--- src/rtl/step_segment_runner.sv ---
// Consumes 128-bit motion-segment records from the record FIFO and turns each one
// into S step pulses on the masked axes at a fixed period, with direction setup time.
module step_segment_runner #(
    parameter int RECORD_BITS      = 128,
    parameter int AXES             = 8,
    parameter int PULSE_CYCLES     = 4,
    parameter int DIR_SETUP_CYCLES = 8,
    parameter int CNT_WIDTH        = 32
) (
    input  logic                   clk,
    input  logic                   reset,
    input  logic                   enable,
    input  logic [RECORD_BITS-1:0] fifo_data,
    input  logic                   fifo_empty,
    output logic                   fifo_read_en,
    output logic [AXES-1:0]        step,
    output logic [AXES-1:0]        dir,
    output logic                   busy,
    output logic [15:0]            segments_done
);

    typedef enum logic [1:0] {IDLE, DIR_SETUP, PULSE_HIGH, PULSE_LOW} state_t;

    localparam logic [CNT_WIDTH-1:0] PULSE_LEN  = CNT_WIDTH'(PULSE_CYCLES);
    localparam logic [CNT_WIDTH-1:0] MIN_PERIOD = CNT_WIDTH'(PULSE_CYCLES + 1);
    localparam logic [CNT_WIDTH-1:0] SETUP_LEN  = CNT_WIDTH'(DIR_SETUP_CYCLES);
    localparam logic [CNT_WIDTH-1:0] ONE        = CNT_WIDTH'(1);

    state_t                 state_q, state_d;
    logic [CNT_WIDTH-1:0]   cnt_q, cnt_d;
    logic [CNT_WIDTH-1:0]   steps_q, steps_d;
    logic [CNT_WIDTH-1:0]   low_len_q, low_len_d;
    logic [AXES-1:0]        mask_q, mask_d;
    logic [AXES-1:0]        dir_q, dir_d;
    logic [AXES-1:0]        step_q, step_d;
    logic [15:0]            done_q, done_d;

    logic [CNT_WIDTH-1:0]   rec_steps;
    logic [CNT_WIDTH-1:0]   rec_period;
    logic [CNT_WIDTH-1:0]   rec_low_len;
    logic [AXES-1:0]        rec_dir;
    logic [AXES-1:0]        rec_mask;
    logic                   unused_record;

    assign rec_steps     = CNT_WIDTH'(fifo_data[31:0]);
    assign rec_period    = CNT_WIDTH'(fifo_data[63:32]);
    assign rec_dir       = fifo_data[64 +: AXES];
    assign rec_mask      = fifo_data[72 +: AXES];
    assign unused_record = ^fifo_data;

    // Short periods are stretched so every pulse keeps at least one low cycle.
    assign rec_low_len = ((rec_period < MIN_PERIOD) ? MIN_PERIOD : rec_period) - PULSE_LEN;

    assign fifo_read_en  = (state_q == IDLE) && enable && !fifo_empty;
    assign step          = step_q;
    assign dir           = dir_q;
    assign busy          = (state_q != IDLE);
    assign segments_done = done_q;

    always_comb begin
        state_d   = state_q;
        cnt_d     = cnt_q;
        steps_d   = steps_q;
        low_len_d = low_len_q;
        mask_d    = mask_q;
        dir_d     = dir_q;
        done_d    = done_q;

        case (state_q)
            IDLE: begin
                if (fifo_read_en) begin
                    steps_d   = rec_steps;
                    low_len_d = rec_low_len;
                    mask_d    = rec_mask;
                    if (rec_steps == '0) begin
                        done_d = done_q + 16'd1;
                    end else if (rec_dir != dir_q) begin
                        dir_d   = rec_dir;
                        state_d = DIR_SETUP;
                        cnt_d   = SETUP_LEN - ONE;
                    end else begin
                        state_d = PULSE_HIGH;
                        cnt_d   = PULSE_LEN - ONE;
                    end
                end
            end
            DIR_SETUP: begin
                if (cnt_q == '0) begin
                    state_d = PULSE_HIGH;
                    cnt_d   = PULSE_LEN - ONE;
                end else begin
                    cnt_d = cnt_q - ONE;
                end
            end
            PULSE_HIGH: begin
                if (cnt_q == '0) begin
                    state_d = PULSE_LOW;
                    cnt_d   = low_len_q - ONE;
                end else begin
                    cnt_d = cnt_q - ONE;
                end
            end
            PULSE_LOW: begin
                if (cnt_q != '0) begin
                    cnt_d = cnt_q - ONE;
                end else if (steps_q <= ONE) begin
                    state_d = IDLE;
                    steps_d = '0;
                    done_d  = done_q + 16'd1;
                end else begin
                    state_d = PULSE_HIGH;
                    steps_d = steps_q - ONE;
                    cnt_d   = PULSE_LEN - ONE;
                end
            end
            default: state_d = IDLE;
        endcase

        // Step is registered from the next state so it lines up exactly with PULSE_HIGH.
        step_d = (state_d == PULSE_HIGH) ? mask_d : '0;
    end

    always_ff @(posedge clk) begin
        if (reset) begin
            state_q   <= IDLE;
            cnt_q     <= '0;
            steps_q   <= '0;
            low_len_q <= '0;
            mask_q    <= '0;
            dir_q     <= '0;
            step_q    <= '0;
            done_q    <= '0;
        end else begin
            state_q   <= state_d;
            cnt_q     <= cnt_d;
            steps_q   <= steps_d;
            low_len_q <= low_len_d;
            mask_q    <= mask_d;
            dir_q     <= dir_d;
            step_q    <= step_d;
            done_q    <= done_d;
        end
    end

endmodule
--- config.mk ---
export PLATFORM = sky130hd
export DESIGN_NAME = step_segment_runner
export DESIGN_NICKNAME = d
export VERILOG_FILES = /design/src/rtl/step_segment_runner.sv
export SDC_FILE = /design/constraint.sdc
export NUM_CORES = 1
export LEC_CHECK = 0
export CAP_MARGIN = 20
export CORE_MARGIN = 5
export CORE_UTILIZATION = 52
export DETAILED_ROUTE_END_ITERATION = 6
export PLACE_DENSITY = 0.9
export SETUP_SLACK_MARGIN = 0.4
export SLEW_MARGIN = 30
export SYNTH_ARGS = -nofsm -noshare
export SYNTH_HDL_FRONTEND = slang
export SYNTH_SLANG_ARGS = --single-unit
--- constraint.sdc ---
create_clock -name clk -period 4.2 [get_ports clk]
set_clock_uncertainty 0.15 [all_clocks]
set_input_delay 0.63 -clock clk [delete_from_list [all_inputs] [get_ports clk]]
set_output_delay 0.63 -clock clk [all_outputs]
set_load 0.01 [all_outputs]
Word-level counts from Yosys, hierarchy flattened
Cells that the tools add are included.
Widths: inputs -> output; s select.
{"block": "classes", "magnitude_cmp": 2, "mux": 28, "n_addsub": 5, "n_reduce_logical": 15, "n_shift": 0, "bitwise_logic": 2, "mul": 0, "n_eq_ne": 11, "n_div": 0}
{"operator": "$mux 32", "count": 10}
{"operator": "$pmux 32 s4", "count": 1}
{"operator": "$sub 32x1->32 const B", "count": 3}
{"operator": "$logic_not 32->1", "count": 2}
{"operator": "$mux 16", "count": 4}
{"operator": "$pmux 32 s2", "count": 1}
{"operator": "$le 32x1->1 const B", "count": 1}
{"operator": "$lt 32x3->1 const B", "count": 1}
{"operator": "$pmux 16 s2", "count": 1}
{"operator": "$reduce_bool 32->1", "count": 1}
{"operator": "$sub 32x3->32 const B", "count": 1}
{"operator": "$add 16x1->16 const B", "count": 1}
{"operator": "$mux 8", "count": 2}
{"operator": "$mux 2", "count": 7}
{"operator": "$ne 2x2->1 const B", "count": 4}
{"operator": "$ne 8x8->1", "count": 1}
{"operator": "$pmux 2 s4", "count": 1}
{"operator": "$eq 2x2->1 const B", "count": 3}
{"operator": "$reduce_and 3->1", "count": 2}
{"operator": "$reduce_and 5->1", "count": 1}
{"operator": "$reduce_and 4->1", "count": 1}
{"operator": "$reduce_bool 2->1", "count": 2}
{"operator": "$mux 3", "count": 1}
{"operator": "$ne 3x3->1 const B", "count": 1}
{"operator": "other kinds (8)", "count": 10}
{"block": "totals", "input_bits": 132, "ramBits": 0, "elab_cells": 71, "regBits": 138, "latchBits": 0, "output_inout_bits": 34, "mem_bits_ro": 0, "n_memories": 0}

Logic depth before layout (Yosys ltp)
Gate-level depths: netlist of run 1.
{"block": "logic_depth", "ltp_word": 8, "depth_mapped": 13, "mapped_depth_nobuf": 11}

Least setup slack after synthesis of run 1
Ideal clock, no wire load.
{"block": "synth_path", "path_kind": "input -> register", "startpoint": "input fifo_data[52]", "endpoint": "register low_len_q[26]", "n_path_buf": 1, "setup_slack_ps": 431, "cell_stages": 12, "t_required_ps": 3908, "arrival_time_ps": 3476, "cell_sequence": "nor4_1 or4b_2 nor4_1 nor2_1 ha_1 nand2_1 or4_1 clkbuf_1 nor4_1 nand3b_1 xor2_1 a211oi_1"}
{"block": "synth_via", "elab_chain_len": 3}
{"item": "from (decl)", "line": "13", "source": "input logic [RECORD_BITS-1:0] fifo_data,"}
{"item": "$lt 32x3->1", "line": "52", "source": "assign rec_low_len = ((rec_period < MIN_PERIOD) ? MIN_PERIOD : rec_period) - PULSE_LEN;"}
{"item": "$mux 32 (*)", "line": "52"}
{"item": "$sub 32x3->32 (*)", "line": "52"}
{"item": "to (signal assigned)", "line": "137", "source": "low_len_q <= low_len_d;"}
{"item": "to (decl)", "line": "32", "source": "logic [CNT_WIDTH-1:0] low_len_q, low_len_d;"}
Mark *: on every way between the ends. The rest lies on a longest branch, timed or not.
A chain may end at the register's enable or synchronous reset.

Worst setup path after layout of run 1
{"block": "layout_path", "startpoint": "register cnt_q[0]", "endpoint": "register cnt_q[12]"}
{"block": "layout_via", "elab_chain_len": 3}
{"item": "from (decl)", "line": "30", "source": "logic [CNT_WIDTH-1:0] cnt_q, cnt_d;"}
{"item": "from (signal assigned)", "line": "135", "source": "cnt_q <= cnt_d;"}
{"item": "$sub 32x1->32, or another cell as far along", "line": "92, 100, 105"}
{"item": "$mux 32, or another cell as far along", "line": "104", "source": "if (cnt_q != '0) begin"}
{"item": "$pmux 32 s4 or $reduce_and 3->1 (tied branches)"}
Several ways; a longest one is shown, not always the timed one.

==> results.md, run 1 <==
Die:
- From left edge to right edge, the die measures 134 µm.
- The die is 134 µm tall.
- The boundary pin count is 166.
- The initial core utilization is 52.8%.
- After floorplanning, the core was divided into 45 placement rows.
- The full die area is 0.0180 mm².
- The area of the core is 0.0151 mm².

Timing:
- The final count of pins violating max slew was 0.
- The post-route setup TNS is 0 ns.
- The tightest hold margin is 0.303 ns.
- Setup violations remaining at the end of the flow were counted as 0.
- Setup repair after global routing left no endpoint under its margin.
- The final critical-path share of the clock period is 86.8%.
- Static timing analysis puts the maximum clock frequency at 0.274 GHz.
- Counting I/O delays and the setup requirement, the final critical path takes 3.64 ns.
- The headroom to the max-slew limit is 38.0%.
- For the pin with the worst max-slew slack, the measured transition is 0.926 ns.
- The number of failing hold endpoints at the final stage was 0.

Power and ir drop:
- The net switching power is 3610 µW.
- The total power is 7830 µW.
- The internal power summed over all cells is 4230 µW.
- Net switching is 46.0% of the power.
- The portion of total power attributed to combinational logic is 56.5%.
- Dividing total power by cell area gives a power density of 783 mW/mm².
- The sequential fraction of design power is 24.1%.
- The clock network burns 19.4% of the power.
- IR analysis of the VDD net gives a maximum drop of 0.000581 V.
- The leakage power total is 0.00349 µW.

Clocking:
- The root buffer selected by CTS is sky130_fd_sc_hd__clkbuf_16.
- The number of levels in the clock H-tree is 4.
- The number of instances resized during post-cts repair is 0.
- The hold buffer count at CTS is 0.
- In this run the post-CTS setup repair buffer count came out at 0.
- After clock tree synthesis, the clock-pin slew on the worst setup and hold paths is 0.06 ns.
- Clock tree synthesis inserted a total of 17 buffers.
- The clock reaches the later pin of the worst-skew pair after 0.42 ns.
- The longest clock path from root to sink contains 2 buffers.
- The CTS tree is built.
- The number of clock sinks is 138.

Yosys:
- The sequential-to-total area share from yosys stat is 34.5%.
- Sorting the synthesized cells by area gives the leading types as sky130_fd_sc_hd__dfxtp_1 35%, sky130_fd_sc_hd__xnor2_1 5.8%, sky130_fd_sc_hd__nor2_1 5.8%.
- Summing every instance area after synthesis gives 0.00800 mm².
- The count of warnings emitted by yosys is 0.
- The number of flops mapped to enable cells by yosys is 0.
- In this run, synthesis produced a sequential element count of 138.
- Synthesis handed over a netlist of 1004 instances.
- The post-synthesis async set-or-reset flop share is 0%.
- The share of synthesized area in the top cell type comes to 34.5%.
- The commonest cells after synthesis are 138 x sky130_fd_sc_hd__dfxtp_1, 123 x sky130_fd_sc_hd__nor2_1, 78 x sky130_fd_sc_hd__nand2_1, 58 x sky130_fd_sc_hd__nor3_1, 55 x sky130_fd_sc_hd__a21oi_1.
- The most frequent cell after synthesis is sky130_fd_sc_hd__dfxtp_1.
- The number of nets in the synthesized netlist is 1142.
- A synthesized cell averages 7.97 µm².
- The most common flop cell mapped by yosys is sky130_fd_sc_hd__dfxtp_1.
- Counting distinct cell types in the post-synthesis netlist gives 64.
- The cell type with the highest aggregate area in the netlist is sky130_fd_sc_hd__dfxtp_1.

Placement:
- The detailed-placement wirelength estimate is 15600 µm.
- The weighted congestion reported at the end of routability-driven placement is 0.904.
- The number of placed instances, taps included is 1279.
- Once placement finished, the instance area stood at 0.00938 mm².
- Buffers placed on the I/O ports in this run total 117.

Setup path:
- The worst setup path is captured at a flip-flop.
- The worst setup path category is flip-flop to flip-flop.
- Traced cell by cell, the critical path runs through inv_1 > ha_1 > or4b_1 > or4_1 > buf_4 > nor4_4 > a21oi_1 > and2_1 > a32o_1.
- The setup check on the worst reg-to-reg path leaves a slack of 0.56 ns.
- The slowest stage of the critical path is the sky130_fd_sc_hd__or4b_1 cell.
- The peak fanout along the critical path is 9.
- The worst-case reg-to-reg path depth is 9.
- In this run the critical register-to-register path is launched from cnt_q[0].
- The kind of cell with the highest combined delay along the critical path is simple AND/OR/NAND/NOR gates.
- The required time of the worst setup path is 4.36 ns.
- The worst register-to-register path ends at cnt_q[12].
- The largest single stage delay on the critical path is 0.58 ns.
- The worst path buffer plus inverter count is 2.
- The arrival time of the worst setup path is 3.81 ns.
- The startpoint class of the critical path is a flip-flop.

Global routing:
- For this run, the total global-route usage over all layers was measured as 24.5%.
- The via count of the first global-routing pass is 7666.
- The number of antenna violations at the first check in global routing is 0.
- Entering global routing, the biggest net connects 70 pins.
- The total overflow left after global routing is 0.
- The global-route wire length before repair is 36900 µm.

Finish:
- The final standard cell count with taps included and fillers excluded is 1311.
- The area growth from synthesis to layout is 25.0%.
- The number of antenna repair diodes is 0.
- The finished layout cell area is 0.0100 mm².
- After the last flow step, the layout net total stands at 1249.
- In the final layout, the share of cells above drive strength 1 is 9.44%.
- The count of filler cells inserted in the layout is 1202.

Worst hold path:
- The path with the worst hold slack has its endpoint at mask_q[0].
- The worst hold path belongs to the class flip-flop to flip-flop.
- The hold path startpoint is mask_q[0].
- Counting instances, the worst hold path has a depth of 2.

Route:
- The final wirelength is 22200 µm.
- The residual antenna-violating net count after detailed routing is 0.
- The detailed-route wire length per cell is 17.0 µm.
- The first-pass detailed-route iteration total is 5.
- After detailed routing, the number of vias per cell comes to 6.21.
- The routed layout has 8143 vias.
- The count of unresolved DRC violations after routing is 0.
- For this block, the initial DRC count from the detailed router was 636.

Run:
- The number of max-capacitance violations reported is 0.

Status:
- The flow ran to the end, and the final reports show no timing, DRC or antenna violations.
worst max path at each step:
stage | startpoint | to | slack (ns) | depth (start not counted)
2_1_floorplan | fifo_data[52] | low_len_q[26] | 0.43 | 12
3_3_place_gp | fifo_data[60] | low_len_q[28] | 0.07 | 12
3_5_place_dp | fifo_data[52] | low_len_q[12] | 0.17 | 12
4_1_cts | cnt_q[0] | cnt_q[11] | 0.53 | 10
5_1_grt | cnt_q[0] | steps_q[26] | 0.41 | 10
6_report | cnt_q[0] | cnt_q[12] | 0.56 | 9
placed cells by master, fill, tap and decap left out, types with 12 or more instances in the layout:
cell,instances
sky130_fd_sc_hd__dfxtp_1,138
sky130_fd_sc_hd__nor2_1,122
sky130_fd_sc_hd__clkdlybuf4s50_1,116
sky130_fd_sc_hd__nand2_1,77
sky130_fd_sc_hd__nor3_1,58
sky130_fd_sc_hd__a21oi_1,54
sky130_fd_sc_hd__xnor2_1,53
sky130_fd_sc_hd__nor4_1,44
sky130_fd_sc_hd__o21ai_0,38
sky130_fd_sc_hd__xor2_1,35
sky130_fd_sc_hd__buf_4,32
sky130_fd_sc_hd__inv_1,27
sky130_fd_sc_hd__a211oi_1,25
sky130_fd_sc_hd__or4_1,20
sky130_fd_sc_hd__nand3_1,18
sky130_fd_sc_hd__or3_1,17
sky130_fd_sc_hd__o21ai_1,17
sky130_fd_sc_hd__clkbuf_16,17
sky130_fd_sc_hd__a22oi_1,15
sky130_fd_sc_hd__o32ai_1,14
sky130_fd_sc_hd__and2_1,13
sky130_fd_sc_hd__o22ai_1,12
sky130_fd_sc_hd__a22o_1,12
metal layers:
metal  vias up  share of wire [%]  GRT usage [%]
met3        67                8.4           4.13
met5         -                  0              0
met4         0                3.2           11.3
met1      3753                 42           31.8
met2       417                 47           39.8
li1       3906                  -              -
flip-flops by register name, indices dropped and copies added (netlist names):
register       cells
step               8
low_len_q         32
segments_done     16
cnt_q             32
mask_q             8
state_q            2
dir                8
steps_q           32
metrics by stage:
| stage | utilization, % | setup slack (ns) |
|---|---|---|
| after floorplan | - | 0.431 |
| after global placement | 61.8 | 0.0689 |
| after detailed placement | 61.9 | 0.175 |
| after CTS | 65.9 | 0.528 |
| after global routing | 66.0 | 0.414 |
| final | 66.0 | 0.556 |
final cells by class:
| type | count | area [µm²] | share of cell area [%] |
|---|---|---|---|
| clock buffer | 17 | 425 | 4.25 |
| inverter | 28 | 105 | 1.05 |
| multi-input combinational | 777 | 4890 | 48.9 |
| clock inverter | 14 | 173 | 1.73 |
| tap | 188 | 235 | 2.35 |
| timing repair buffer | 149 | 1410 | 14.1 |
| sequential | 138 | 2760 | 27.6 |
tightest hold or removal path, stage by stage (launching register included):
cell                      delay, ns
sky130_fd_sc_hd__dfxtp_1       0.29
sky130_fd_sc_hd__nand2_1       0.04
sky130_fd_sc_hd__a21oi_1       0.06
power groups by stage:
stage	clock network [µW]	registers, µW	logic, µW
global placement	0	1880	4130
global route	1600	1920	4840
floorplan	0	1820	3300
CTS	1540	1870	4300
detailed placement	0	1900	4240
finish	1520	1890	4420
logic make-up after synthesis:
group / synth area share, %
AND/OR/NAND/NOR: 28.5
AO/OA/AOI/OAI: 20.5
flip-flops: 34.5
buffers and inverters: 4.74
XOR/XNOR: 9.63
multiplexers: 1.13
adder cells (fa/ha/maj): 0.938
(Power assumes the default switching activity.)
==> inputs of run 2 (changes only) <==
--- a/config.mk
+++ b/config.mk
@@ -5,12 +5,12 @@
 export SDC_FILE = /design/constraint.sdc
 export NUM_CORES = 1
 export LEC_CHECK = 0
-export CAP_MARGIN = 20
+export CAP_MARGIN = 10
 export CORE_MARGIN = 5
 export CORE_UTILIZATION = 52
 export DETAILED_ROUTE_END_ITERATION = 6
 export PLACE_DENSITY = 0.9
-export SETUP_SLACK_MARGIN = 0.4
+export SETUP_SLACK_MARGIN = 0.2
 export SLEW_MARGIN = 30
 export SYNTH_ARGS = -nofsm -noshare
 export SYNTH_HDL_FRONTEND = slang
==> run 2 against run 1 <==
  * Highest routed layer unchanged
  * Utilization shrank 0.099 points
  * Largest power group unchanged
  * First-iteration DRC count grew 3.5%
  * Design area shrank 0.15%
==> results.md, run 2 (synthesized netlist as in run 1, its figures left out) <==
Route:
- The count of unresolved DRC violations after routing is 0 (unchanged).
- The residual antenna-violating net count after detailed routing is 0 (unchanged).
- The first-pass detailed-route iteration total is 5 (unchanged).
- The final wirelength is 22200 µm (-0.13%).
- The number of DRC violations after detailed-routing iteration 0 came to 658 (+3.5%).
- The met1 wire length is 9080 µm (-1.7%).
- The count of vias placed by the detailed router is 8201 (+0.71%).
- Signal routing reaches up to met4.
- The detailed-route wire length per cell is 16.9 µm (-0.13%).
- The wire length on met2 was 10300 µm (-0.95%).
- The ratio of routed vias to standard cells is 6.26 (+0.71%).
- The sum of met3 wire segment lengths after detailed routing came to 2020 µm (+8.4%).

Placement:
- The number of placed instances, taps included is 1279 (unchanged).
- The cell area after placement is 0.00938 mm² (unchanged).
- The detailed-placement wirelength estimate is 15600 µm (unchanged).
- The number of buffer cells added on primary ports is 117 (unchanged).
- The weighted congestion reported at the end of routability-driven placement came to 0.904 (unchanged).

Clocking:
- The number of clock sinks was 138 (unchanged).
- The hold buffer count at CTS was 0 (unchanged).
- The number of instances resized during post-cts repair is 0 (unchanged).
- The number of buffers added by the clock tree synthesis step is 17 (unchanged).
- The number of levels in the clock H-tree is 4 (unchanged).
- The clock latency reported for the late side of the worst-skew pair is 0.42 ns (about the same).
- The register clock-pin slew on the reported worst setup and hold paths is 0.06 ns (about the same).
- The maximum root-to-sink buffer count is 2 (unchanged).
- The root buffer selected by CTS is sky130_fd_sc_hd__clkbuf_16.
- TritonCTS built the clock tree.
- The setup fix buffers added after clock tree synthesis came to 0 (unchanged).

Status:
- The flow ran to the end, and the final reports show no timing, DRC or antenna violations.

Global routing:
- The via count of the first global-routing pass is 7666 (unchanged).
- The overall overflow remaining after global route was 0 (unchanged).
- The combined global-route utilization of all metal layers was 24.5% (unchanged).
- The global-route wire length before repair is 36900 µm (unchanged).
- The maximum number of pins on one net before global-route repair is 70 (unchanged).
- The number of antenna violations at the first check in global routing was 0 (unchanged).

Timing:
- The highest achievable clock rate is 0.268 GHz (-2.2%).
- The number of failing hold endpoints at the final stage is 0 (unchanged).
- The number of failing setup endpoints in the final timing report is 0 (unchanged).
- The time the worst path needs with I/O delays and setup is 3.73 ns (+0.0838 ns).
- The tightest hold margin is 0.303 ns (+0.0000250 ns).
- The measured slew at the worst slew-check pin is 0.926 ns (-0.000699 ns).
- The final count of pins violating max slew came to 0 (unchanged).
- The post-route setup TNS is 0 ns (unchanged).
- Setup repair after global routing left no endpoint under its margin.
- The final critical-path share of the clock period is 88.8% (+2.0 points).
- The headroom to the max-slew limit is 38.1% (+0.047 points).

Setup path:
- The worst path buffer plus inverter count was 2 (unchanged).
- Grouping stages by cell kind, the critical path spends the most delay in simple AND/OR/NAND/NOR gates.
- The library cell contributing the largest single delay on the critical path is sky130_fd_sc_hd__or4b_1.
- The endpoint class of the critical path is a flip-flop.
- Traced cell by cell, the critical path runs through inv_1 > ha_1 > or4b_1 > or4_1 > buf_4 > nor3_2 > nor2_1 > o21ai_0 > nand2_1 > a32o_1.
- The register-to-register setup slack was 0.47 ns (-0.08 ns).
- The worst setup path category is flip-flop to flip-flop.
- The peak fanout along the critical path is 12 (+3).
- The arrival time of the worst setup path was 3.89 ns (+0.08 ns).
- The startpoint class of the critical path is a flip-flop.
- The stage delay of the slowest cell on the critical path is 0.58 ns (about the same).
- The required time of the worst setup path is 4.36 ns (about the same).

Die:
- The number of core rows is 45 (unchanged).
- The boundary pin count is 166 (unchanged).
- The x dimension of the die is 134 µm (unchanged).
- The initial core utilization is 52.8% (unchanged).
- The area of the core is 0.0151 mm² (unchanged).
- The full die area is 0.0180 mm² (unchanged).
- The vertical die dimension came to 134 µm (unchanged).

Power and ir drop:
- The worst voltage drop across the vdd grid came to 0.000582 V (about the same).
- The leakage power total is 0.00349 µW (about the same).
- The power per standard cell area is 780 mW/mm² (-0.40%).
- The total power is 7790 µW (-0.55%).

Finish:
- The final net count is 1249 (unchanged).
- The final standard cell count with taps included and fillers excluded is 1311 (unchanged).
- The most common cell after layout, fill and taps aside is sky130_fd_sc_hd__dfxtp_1.
- The number of antenna repair diodes was 0 (unchanged).
- The finished layout cell area came to 0.00999 mm² (-0.15%).
- The largest registers in the layout are cnt_q (32), low_len_q (32), steps_q (32).
- The share of layout cells above drive strength 1 is 9.26% (-0.18 points).
- Leaving out fill and tap cells, the most frequent cells in the layout are 138 x sky130_fd_sc_hd__dfxtp_1, 122 x sky130_fd_sc_hd__nor2_1, 116 x sky130_fd_sc_hd__clkdlybuf4s50_1, 78 x sky130_fd_sc_hd__nand2_1, 58 x sky130_fd_sc_hd__nor3_1.
- The area growth from synthesis to layout is 24.8%.

Run:
- The number of max-capacitance violations reported is 0 (unchanged).

Worst hold path:
- The class of the tightest hold or removal check is flip-flop to flip-flop.
==> run 2: stage by stage <==
stage	utilization, %	setup WS (ns)
3_3_place_gp	61.8	0.0689
6_report	65.9	0.472
3_5_place_dp	61.9	0.175
4_1_cts	65.9	0.528
5_1_grt	65.9	0.312
2_1_floorplan	-	0.431
==> run 2: path summary, 6_finish.rpt <==
| check | startpoint | endpoint | depth (start not counted) |
|---|---|---|---|
| worst max-delay path | cnt_q[0] | cnt_q[11] | 10 |
| worst min-delay path | mask_q[0] | mask_q[0] | 2 |
| worst max register to register | cnt_q[0] | cnt_q[11] | 10 |
| worst min register to register | mask_q[0] | mask_q[0] | 2 |
==> run 2: metal layers <==
metal  up-vias  track usage (%)
met1      3752             31.8
met4         0             11.3
met2       462             39.8
li1       3907                -
met3        80             4.13
met5         -                0
==> run 2: final cells by class <==
| type | count | area, µm² |
|---|---|---|
| Fill cell | 1204 | 5160 |
| Inverter | 28 | 105 |
| Clock buffer | 17 | 425 |
| Timing Repair Buffer | 149 | 1410 |
| Tap cell | 188 | 235 |
| Multi-Input combinational cell | 777 | 4880 |
| Sequential cell | 138 | 2760 |
| Clock inverter | 14 | 173 |
==> run 2: report_power, final <==
| group | internal, µW | switching (µW) | leakage (µW) |
|---|---|---|---|
| combinational | 1700 | 2680 | 0.00207 |
| sequential | 1580 | 307 | 0.00113 |
| clock | 933 | 589 | 0.000289 |
==> run 2: worst reg2reg max path, cell delays in order (launching register included) <==
cell and delay, ns:
sky130_fd_sc_hd__dfxtp_1 0.32, sky130_fd_sc_hd__inv_1 0.11, sky130_fd_sc_hd__ha_1 0.22, sky130_fd_sc_hd__or4b_1 0.58, sky130_fd_sc_hd__or4_1 0.57, sky130_fd_sc_hd__buf_4 0.19, sky130_fd_sc_hd__nor3_2 0.57, sky130_fd_sc_hd__nor2_1 0.40
sky130_fd_sc_hd__o21ai_0 0.17, sky130_fd_sc_hd__nand2_1 0.07, sky130_fd_sc_hd__a32o_1 0.27
